===== src/rtl/mem_bridge.sv =====
`default_nettype none
// ============================================================================
// Module   : mem_bridge
// Purpose  : Bridges CPU single-word data reads/writes and 32-bit instruction
//            fetches onto a 16-bit request/acknowledge backend port. Data
//            accesses map to {8'h00, addr}. Instruction accesses map to
//            {INSTR_SPACE, addr, beat}. A fetch takes two backend beats:
//            beat 0 is the low half and beat 1 is the high half.
// Ports    : clk, rst (async, active-high)
//            CPU side     : ram_read, ram_write, ram_instr_access, addr, wdata
//                           -> mem_rdata, instr, mem_busy, mem_ready
//            Backend side : m_req, m_we, m_addr, m_wdata
//                           <- m_ack, m_rvalid, m_rdata
// Options  : MEM_BRIDGE_FETCH_BUF_EN - one-entry instruction buffer.
//            It holds a tag (16-bit addr) and a valid bit. A hit completes
//            the fetch without any backend access.
// Revision : 1.0 - initial release
// ============================================================================
module mem_bridge #(
    parameter int         ADDR_W      = 24,
    parameter logic [6:0] INSTR_SPACE = 7'h01
) (
    input  logic              clk,
    input  logic              rst,
    input  logic              ram_read,
    input  logic              ram_write,
    input  logic              ram_instr_access,
    input  logic [15:0]       addr,
    input  logic [15:0]       wdata,
    output logic [15:0]       mem_rdata,
    output logic [31:0]       instr,
    output logic              mem_busy,
    output logic              mem_ready,
    output logic              m_req,
    output logic              m_we,
    output logic [ADDR_W-1:0] m_addr,
    output logic [15:0]       m_wdata,
    input  logic              m_ack,
    input  logic              m_rvalid,
    input  logic [15:0]       m_rdata
);

    typedef enum logic [1:0] {
        S_IDLE = 2'd0,
        S_REQ  = 2'd1,
        S_WAIT = 2'd2,
        S_DONE = 2'd3
    } state_t;

    state_t              state_q, state_d;
    logic                beat_q, beat_d;       // instruction beat in flight
    logic                wr_q, wr_d;           // current transaction is a write
    logic                ispace_q, ispace_d;   // current transaction is instruction space
    logic                busy_q, busy_d;
    logic                ready_q, ready_d;
    logic                m_req_q, m_req_d;
    logic                m_we_q, m_we_d;
    logic [ADDR_W-1:0]   m_addr_q, m_addr_d;
    logic [15:0]         m_wdata_q, m_wdata_d;
    logic [15:0]         rdata_q, rdata_d;
    logic [31:0]         instr_q, instr_d;
`ifdef MEM_BRIDGE_FETCH_BUF_EN
    logic [15:0]         tag_q, tag_d;
    logic                valid_q, valid_d;
`endif

    always_comb begin
        state_d   = state_q;
        beat_d    = beat_q;
        wr_d      = wr_q;
        ispace_d  = ispace_q;
        busy_d    = busy_q;
        ready_d   = 1'b0;
        m_req_d   = m_req_q;
        m_we_d    = m_we_q;
        m_addr_d  = m_addr_q;
        m_wdata_d = m_wdata_q;
        rdata_d   = rdata_q;
        instr_d   = instr_q;
`ifdef MEM_BRIDGE_FETCH_BUF_EN
        tag_d     = tag_q;
        valid_d   = valid_q;
`endif
        case (state_q)
            S_IDLE: begin
                busy_d  = 1'b0;
                m_req_d = 1'b0;
                m_we_d  = 1'b0;
                // A write takes priority; a simultaneous read is dropped.
                if (ram_write) begin
                    wr_d      = 1'b1;
                    ispace_d  = ram_instr_access;
                    beat_d    = 1'b0;
                    m_wdata_d = wdata;
                    m_addr_d  = ram_instr_access ? {INSTR_SPACE, addr, 1'b0}
                                                 : {8'h00, addr};
                    state_d   = S_REQ;
                    busy_d    = 1'b1;
                    m_req_d   = 1'b1;
                    m_we_d    = 1'b1;
`ifdef MEM_BRIDGE_FETCH_BUF_EN
                    // Program loading may overwrite the buffered word.
                    if (ram_instr_access) begin
                        valid_d = 1'b0;
                    end
`endif
                end else if (ram_read) begin
                    wr_d     = 1'b0;
                    ispace_d = ram_instr_access;
                    beat_d   = 1'b0;
                    busy_d   = 1'b1;
`ifdef MEM_BRIDGE_FETCH_BUF_EN
                    // A hit needs no backend access. instr already holds the
                    // word, because the last completed fetch loaded the tag.
                    if (ram_instr_access && valid_q && (tag_q == addr)) begin
                        state_d = S_DONE;
                        ready_d = 1'b1;
                    end else begin
                        m_addr_d = ram_instr_access ? {INSTR_SPACE, addr, 1'b0}
                                                    : {8'h00, addr};
                        state_d  = S_REQ;
                        m_req_d  = 1'b1;
                    end
`else
                    m_addr_d = ram_instr_access ? {INSTR_SPACE, addr, 1'b0}
                                                : {8'h00, addr};
                    state_d  = S_REQ;
                    m_req_d  = 1'b1;
`endif
                end
            end
            S_REQ: begin
                if (m_ack) begin
                    m_req_d = 1'b0;
                    m_we_d  = 1'b0;
                    if (wr_q) begin
                        state_d = S_DONE;
                        ready_d = 1'b1;
                    end else begin
                        state_d = S_WAIT;
                    end
                end
            end
            S_WAIT: begin
                if (m_rvalid) begin
                    if (!ispace_q) begin
                        rdata_d = m_rdata;
                        state_d = S_DONE;
                        ready_d = 1'b1;
                    end else if (!beat_q) begin
                        // Low half is in; request the high half at addr LSB=1.
                        instr_d[15:0] = m_rdata;
                        beat_d        = 1'b1;
                        m_addr_d[0]   = 1'b1;
                        m_req_d       = 1'b1;
                        state_d       = S_REQ;
                    end else begin
                        instr_d[31:16] = m_rdata;
                        state_d        = S_DONE;
                        ready_d        = 1'b1;
`ifdef MEM_BRIDGE_FETCH_BUF_EN
                        tag_d          = m_addr_q[16:1];
                        valid_d        = 1'b1;
`endif
                    end
                end
            end
            S_DONE: begin
                busy_d  = 1'b0;
                state_d = S_IDLE;
            end
            default: begin
                state_d = S_IDLE;
            end
        endcase
    end

    always_ff @(posedge clk or posedge rst) begin
        if (rst) begin
            state_q   <= S_IDLE;
            beat_q    <= 1'b0;
            wr_q      <= 1'b0;
            ispace_q  <= 1'b0;
            busy_q    <= 1'b0;
            ready_q   <= 1'b0;
            m_req_q   <= 1'b0;
            m_we_q    <= 1'b0;
            m_addr_q  <= '0;
            m_wdata_q <= 16'h0000;
            rdata_q   <= 16'h0000;
            instr_q   <= 32'h0000_0000;
`ifdef MEM_BRIDGE_FETCH_BUF_EN
            tag_q     <= 16'h0000;
            valid_q   <= 1'b0;
`endif
        end else begin
            state_q   <= state_d;
            beat_q    <= beat_d;
            wr_q      <= wr_d;
            ispace_q  <= ispace_d;
            busy_q    <= busy_d;
            ready_q   <= ready_d;
            m_req_q   <= m_req_d;
            m_we_q    <= m_we_d;
            m_addr_q  <= m_addr_d;
            m_wdata_q <= m_wdata_d;
            rdata_q   <= rdata_d;
            instr_q   <= instr_d;
`ifdef MEM_BRIDGE_FETCH_BUF_EN
            tag_q     <= tag_d;
            valid_q   <= valid_d;
`endif
        end
    end

    assign mem_rdata = rdata_q;
    assign instr     = instr_q;
    assign mem_busy  = busy_q;
    assign mem_ready = ready_q;
    assign m_req     = m_req_q;
    assign m_we      = m_we_q;
    assign m_addr    = m_addr_q;
    assign m_wdata   = m_wdata_q;

endmodule

`default_nettype wire

===== config.mk =====
export PLATFORM = sky130hd
export DESIGN_NAME = mem_bridge
export DESIGN_NICKNAME = d
export VERILOG_FILES = /design/src/rtl/mem_bridge.sv
export SDC_FILE = /design/constraint.sdc
export NUM_CORES = 1
export LEC_CHECK = 0
export ABC_AREA = 1
export BUFFER_PORTS_ARGS = -buffer_cell sky130_fd_sc_hd__buf_2
export CAP_MARGIN = 25
export CORE_ASPECT_RATIO = 1.4
export CORE_MARGIN = 1.5
export CORE_UTILIZATION = 49
export DETAILED_ROUTE_END_ITERATION = 16
export GPL_ROUTABILITY_DRIVEN = 0
export PLACE_DENSITY = 0.84
export SYNTH_ARGS = -nofsm -noshare
export SYNTH_HDL_FRONTEND = slang
export SYNTH_SLANG_ARGS = --single-unit

===== constraint.sdc =====
create_clock -name clk -period 3.1 [get_ports clk]
set_clock_uncertainty 0.05 [all_clocks]
set_input_delay 0.155 -clock clk [delete_from_list [all_inputs] [get_ports clk]]
set_output_delay 0.155 -clock clk [all_outputs]
set_load 0.01 [all_outputs]

After elaboration in Yosys (flattened, before gate mapping). Index checks and enable logic that the tools add are counted.

Bits in registers: 97. Bits in latches: 0. Memory bits (writable): 0. Bits in read-only memories: 0. Output and inout bits: 92. Memories kept: 0.

Add/sub/neg operators: 0. Multipliers: 0. Divide/modulo/power cells: 0. Magnitude comparators: 0. Eq/ne operators: 8. Shifts and indexed selects: 0. Multiplexer cells: 36. Bitwise logic cells: 2. Reductions and logical operators: 16.

Operators by type and width (count): $mux 24 (2); $mux 1 (20); $mux 18 (1); $mux 2 (6); $reduce_and 4->1 (3); $pmux 1 s2 (5); $reduce_and 5->1 (2); $ne 2x2->1 const B (4); $pmux 2 s4 (1); $reduce_bool 2->1 (4); $reduce_and 2->1 (3); $reduce_and 3->1 (2); $eq 2x2->1 const B (2); $ne 3x3->1 const B (1); $pmux 1 s3 (1); $reduce_bool 3->1 (1); $eq 2x1->1 const B (1); $logic_not 2->1 (1); $not 1->1 (2).

Longest topological paths before layout.
Depth after elaboration: 4. Depth in mapped cells: 9. Depth with buffers taken out: 8.

Worst setup path before layout. Ideal clock, no wire load.

Kind: register -> register. Start: register state_q[0]. End: register m_wdata_q[10] (netlist: m_wdata[10]). Arrival: 1.337 ns. Data required time: 2.925 ns. Setup slack: 1.588 ns. Cell stages (with the launch flop): 6. Buffers on the path: 1. Clock period less this slack: 1.512 ns. Cells stage by stage: dfrtp_1 -> inv_1 -> ha_1 -> nand2_4 -> buf_6 -> mux2_4.

Cells in the longest elaborated chain, start to end: 2.

Ends and longest elaborated chain: from (decl) (line 50) `state_t state_q, state_d;`; from (signal assigned) (line 197) `state_q <= state_d;`; $logic_not 2->1 (line 84) `case (state_q)`; $reduce_and 2->1 (no line); to (signal assigned) (line 206) `m_wdata_q <= m_wdata_d;`; to (decl) (line 59) `logic [15:0] m_wdata_q, m_wdata_d;`.

No other way between the ends. A chain may end at the register's enable or synchronous reset.

Worst setup path after layout.
Start: register state_q[0]. End: register m_addr_q[16] (netlist: m_addr[16]).

Cells in the longest elaborated chain, start to end: 2.

Ends and longest elaborated chain: $logic_not 2->1 (line 84); $reduce_and 2->1 (no line); to (signal assigned) (line 205) `m_addr_q <= m_addr_d;`; to (decl) (line 58) `logic [ADDR_W-1:0] m_addr_q, m_addr_d;`.

No other way between the ends.

==> out/results.ini <==
[power]
power_mw = 4.89
peakVddDrop_v = 0.000525
p_leak_nw = 2.73
power_density_nw_per_um2 = 961

[finish]
drive_gt1_share_pct = 31.7
num-fill-cells = 592
final_core_util_pct = 66.0
final_cell_mix = buf_2 (140), dfrtp_1 (90), nand2_1 (67)
syn_to_final_growth_pct = 32.1
diodes = 0
fin_nets = 627
final_cells = 671
fin_area_sq_um = 5080
mostFrequentLayoutCell = buf_2

[global_route]
grt_max_degree = 52
grtUsageMet1_pct = 27.1
grt_usage_pct = 21.8
first_global_vias = 3133
grt_pass1_wl_um = 14300
use_met3_pct = 5.76
grt-busiest-layer = met2
antenna_found_initial = 0
grt.met2_usage_pct = 37.0
grt.overflow.total = 0

[min_path]
min_path_cells = 3
hold_end = instr[30]
min-delay-start = m_rdata[14]
hp-class = in2reg

[clock_network]
root_buffer = clkbuf_8
htreeDepth = 3
path_clk_slew_ps = 90
cts_buffer_depth = 2
worstSkewPairLatency_ps = 360
cts_setup_buffers = 0
numCtsBuffers = 9
clock_sinks = 90
cts_tree = built

[placed_design]
dp_hpwl_um = 5980
dpl-instance-area_sq_um = 4590
place_inst = 626
pre_cts_slack_ps = 1170
numPortBuffers = 140

[logic_synthesis]
yosysSeqAreaShare_pct = 58.5
yosysTopAreaCellShare_pct = 58.5
yosysTopAreaCell = dfrtp_1
synth_top_family_by_area = simple AND/OR/NAND/NOR gates
avgSynthCellArea_sq_um = 9.60
synth_cells = 401
synth-edff-count = 0
synth_fa_ha_area_share_pct = 1.95
ys_seq_elements = 90
async_flop_share_pct = 100
syn-cell-area_sq_um = 3850
synth_compound_gate_area_share_pct = 12.3
synth.area.mux_share_pct = 5.56
synthFlopType = dfrtp_1
synth.distinct_cells = 20
synth_xor_area_share_pct = 0
synthTopCellsByArea = dfrtp_1 (59%), o21ai_0 (7.0%), nand2_1 (6.5%)
ys_warn_count = 0
synthSimpleGateAreaFrac_pct = 13.7

[critical_path]
rr_worst_depth = 6
cp_slowest_cell = nor2_4
rr_startpoint = state_q[0]
path_max_fanout = 32
cp-start-kind = flop
crit_path_frequent_cell = inv_1
crit_type = reg2reg
reg2reg_to = m_addr[16]
crit_path_end_kind = flop
crit_chain = inv_1, ha_1, inv_1, nor2_4, nand2_1, o21ai_0
cp_slowest_stage_delay_ps = 510
reg2reg_slack_ps = 1150
cp_data_required_time_ps = 3340
critPathArrivalTime_ps = 2190

[sta]
period_share_pct = 63.0
max_freq_mhz = 512
whs_ps = 14.4
hold_viol = 0
relSlewSlack_pct = 42.7
slew_viol_final = 0
fin_ws_ps = 1150
worst_pin_slew_ps = 858
grt_setup_unrepaired = no
setup_violations = 0
final.min_clock_period_ps = 1950
tns_ps = 0

[die]
fp.coreArea_sq_um = 7700
die_h_um = 108
die_w_um = 77.9
initial_core_util_pct = 50.0
io_pins = 147
fp.dieArea_sq_um = 8400
rows = 38

[detailed_routing]
vias = 3346
drc = 0
drt_wl_total_um = 9020
drt_iter0_drc = 130
drt.antenna.violating_nets = 0
wl_per_cell_um = 13.4
dr.pass1.iters = 5
vias_per_cell = 4.99

[run_status]
outcome = finished clean

[job]
cap_viol_max_count = 0

[state kept, by name, summed over array words and instances (netlist names)]
| name | count |
|---|---|
| state_q | 2 |
| beat_q | 1 |
| m_wdata | 16 |
| m_we | 1 |
| instr | 32 |
| m_addr | 18 |
| m_req | 1 |
| mem_busy | 1 |
| mem_rdata | 16 |
| wr_q | 1 |
| mem_ready | 1 |
[worst max-delay path by stage]
stage | cells after the start | from | to
2_1_floorplan | 1 | rst | beat_q
3_3_place_gp | 6 | state_q[0] | m_addr[16]
3_5_place_dp | 6 | state_q[0] | m_addr[16]
4_1_cts | 6 | state_q[0] | m_addr[16]
5_1_grt | 6 | state_q[0] | m_addr[16]
6_report | 6 | state_q[0] | m_addr[16]
[report_power, final]
part	leakage, nW	switching [mW]	internal [mW]
clock network	0.101	0.433	0.385
registers	1.10	0.316	1.72
logic	1.53	1.15	0.883
[layout make-up]
class | instances | area, sq um | share of cell area [%]
Sequential cell | 90 | 2250 | 44.3
Multi-Input combinational cell | 251 | 1310 | 25.8
Timing Repair Buffer | 173 | 1030 | 20.3
Inverter | 41 | 155 | 3.05
Tap cell | 100 | 125 | 2.46
Clock buffer | 9 | 124 | 2.44
Clock inverter | 7 | 81.3 | 1.60
[Yosys cell counts, types with 2 or more instances]
master	instances
clkbuf_1	4
nand2_1	67
nor2_4	2
mux2_2	7
mux2_4	9
ha_1	6
nor2_1	44
o21ai_0	54
buf_4	11
buf_2	8
nand3_1	13
a21oi_1	39
dfrtp_1	90
inv_1	41
[cell families after synthesis]
group | after synthesis
and+or+nand+nor | 129
AOI/OAI and AO/OA | 94
DFF | 90
buffers and inverters | 65
muxes | 16
adders and majority gates | 6
other | 1
[metal layers]
layer  share of wire [%]  up-vias
met3                 7.5       14
met1                  41     1559
li1                    -     1606
met2                  50      167
met4                 1.9        0
met5                   0        -
[worst max-delay path: cells and delay by family (launching register included)]
family / cells / cell delay (ps)
and+or+nand+nor: 2 / 650
DFF: 1 / 420
buffers and inverters: 2 / 300
adders and majority gates: 1 / 290
AOI/OAI and AO/OA: 1 / 170
[what timing repair did]
item | in CTS | in global routing
resized for setup | 0 | 0
endpoints found under the hold margin | 78 | 0
hold buffers | 29 | 0
endpoints found under the setup margin | 0 | 0
No activity file was read; power rests on OpenSTA's default activity.
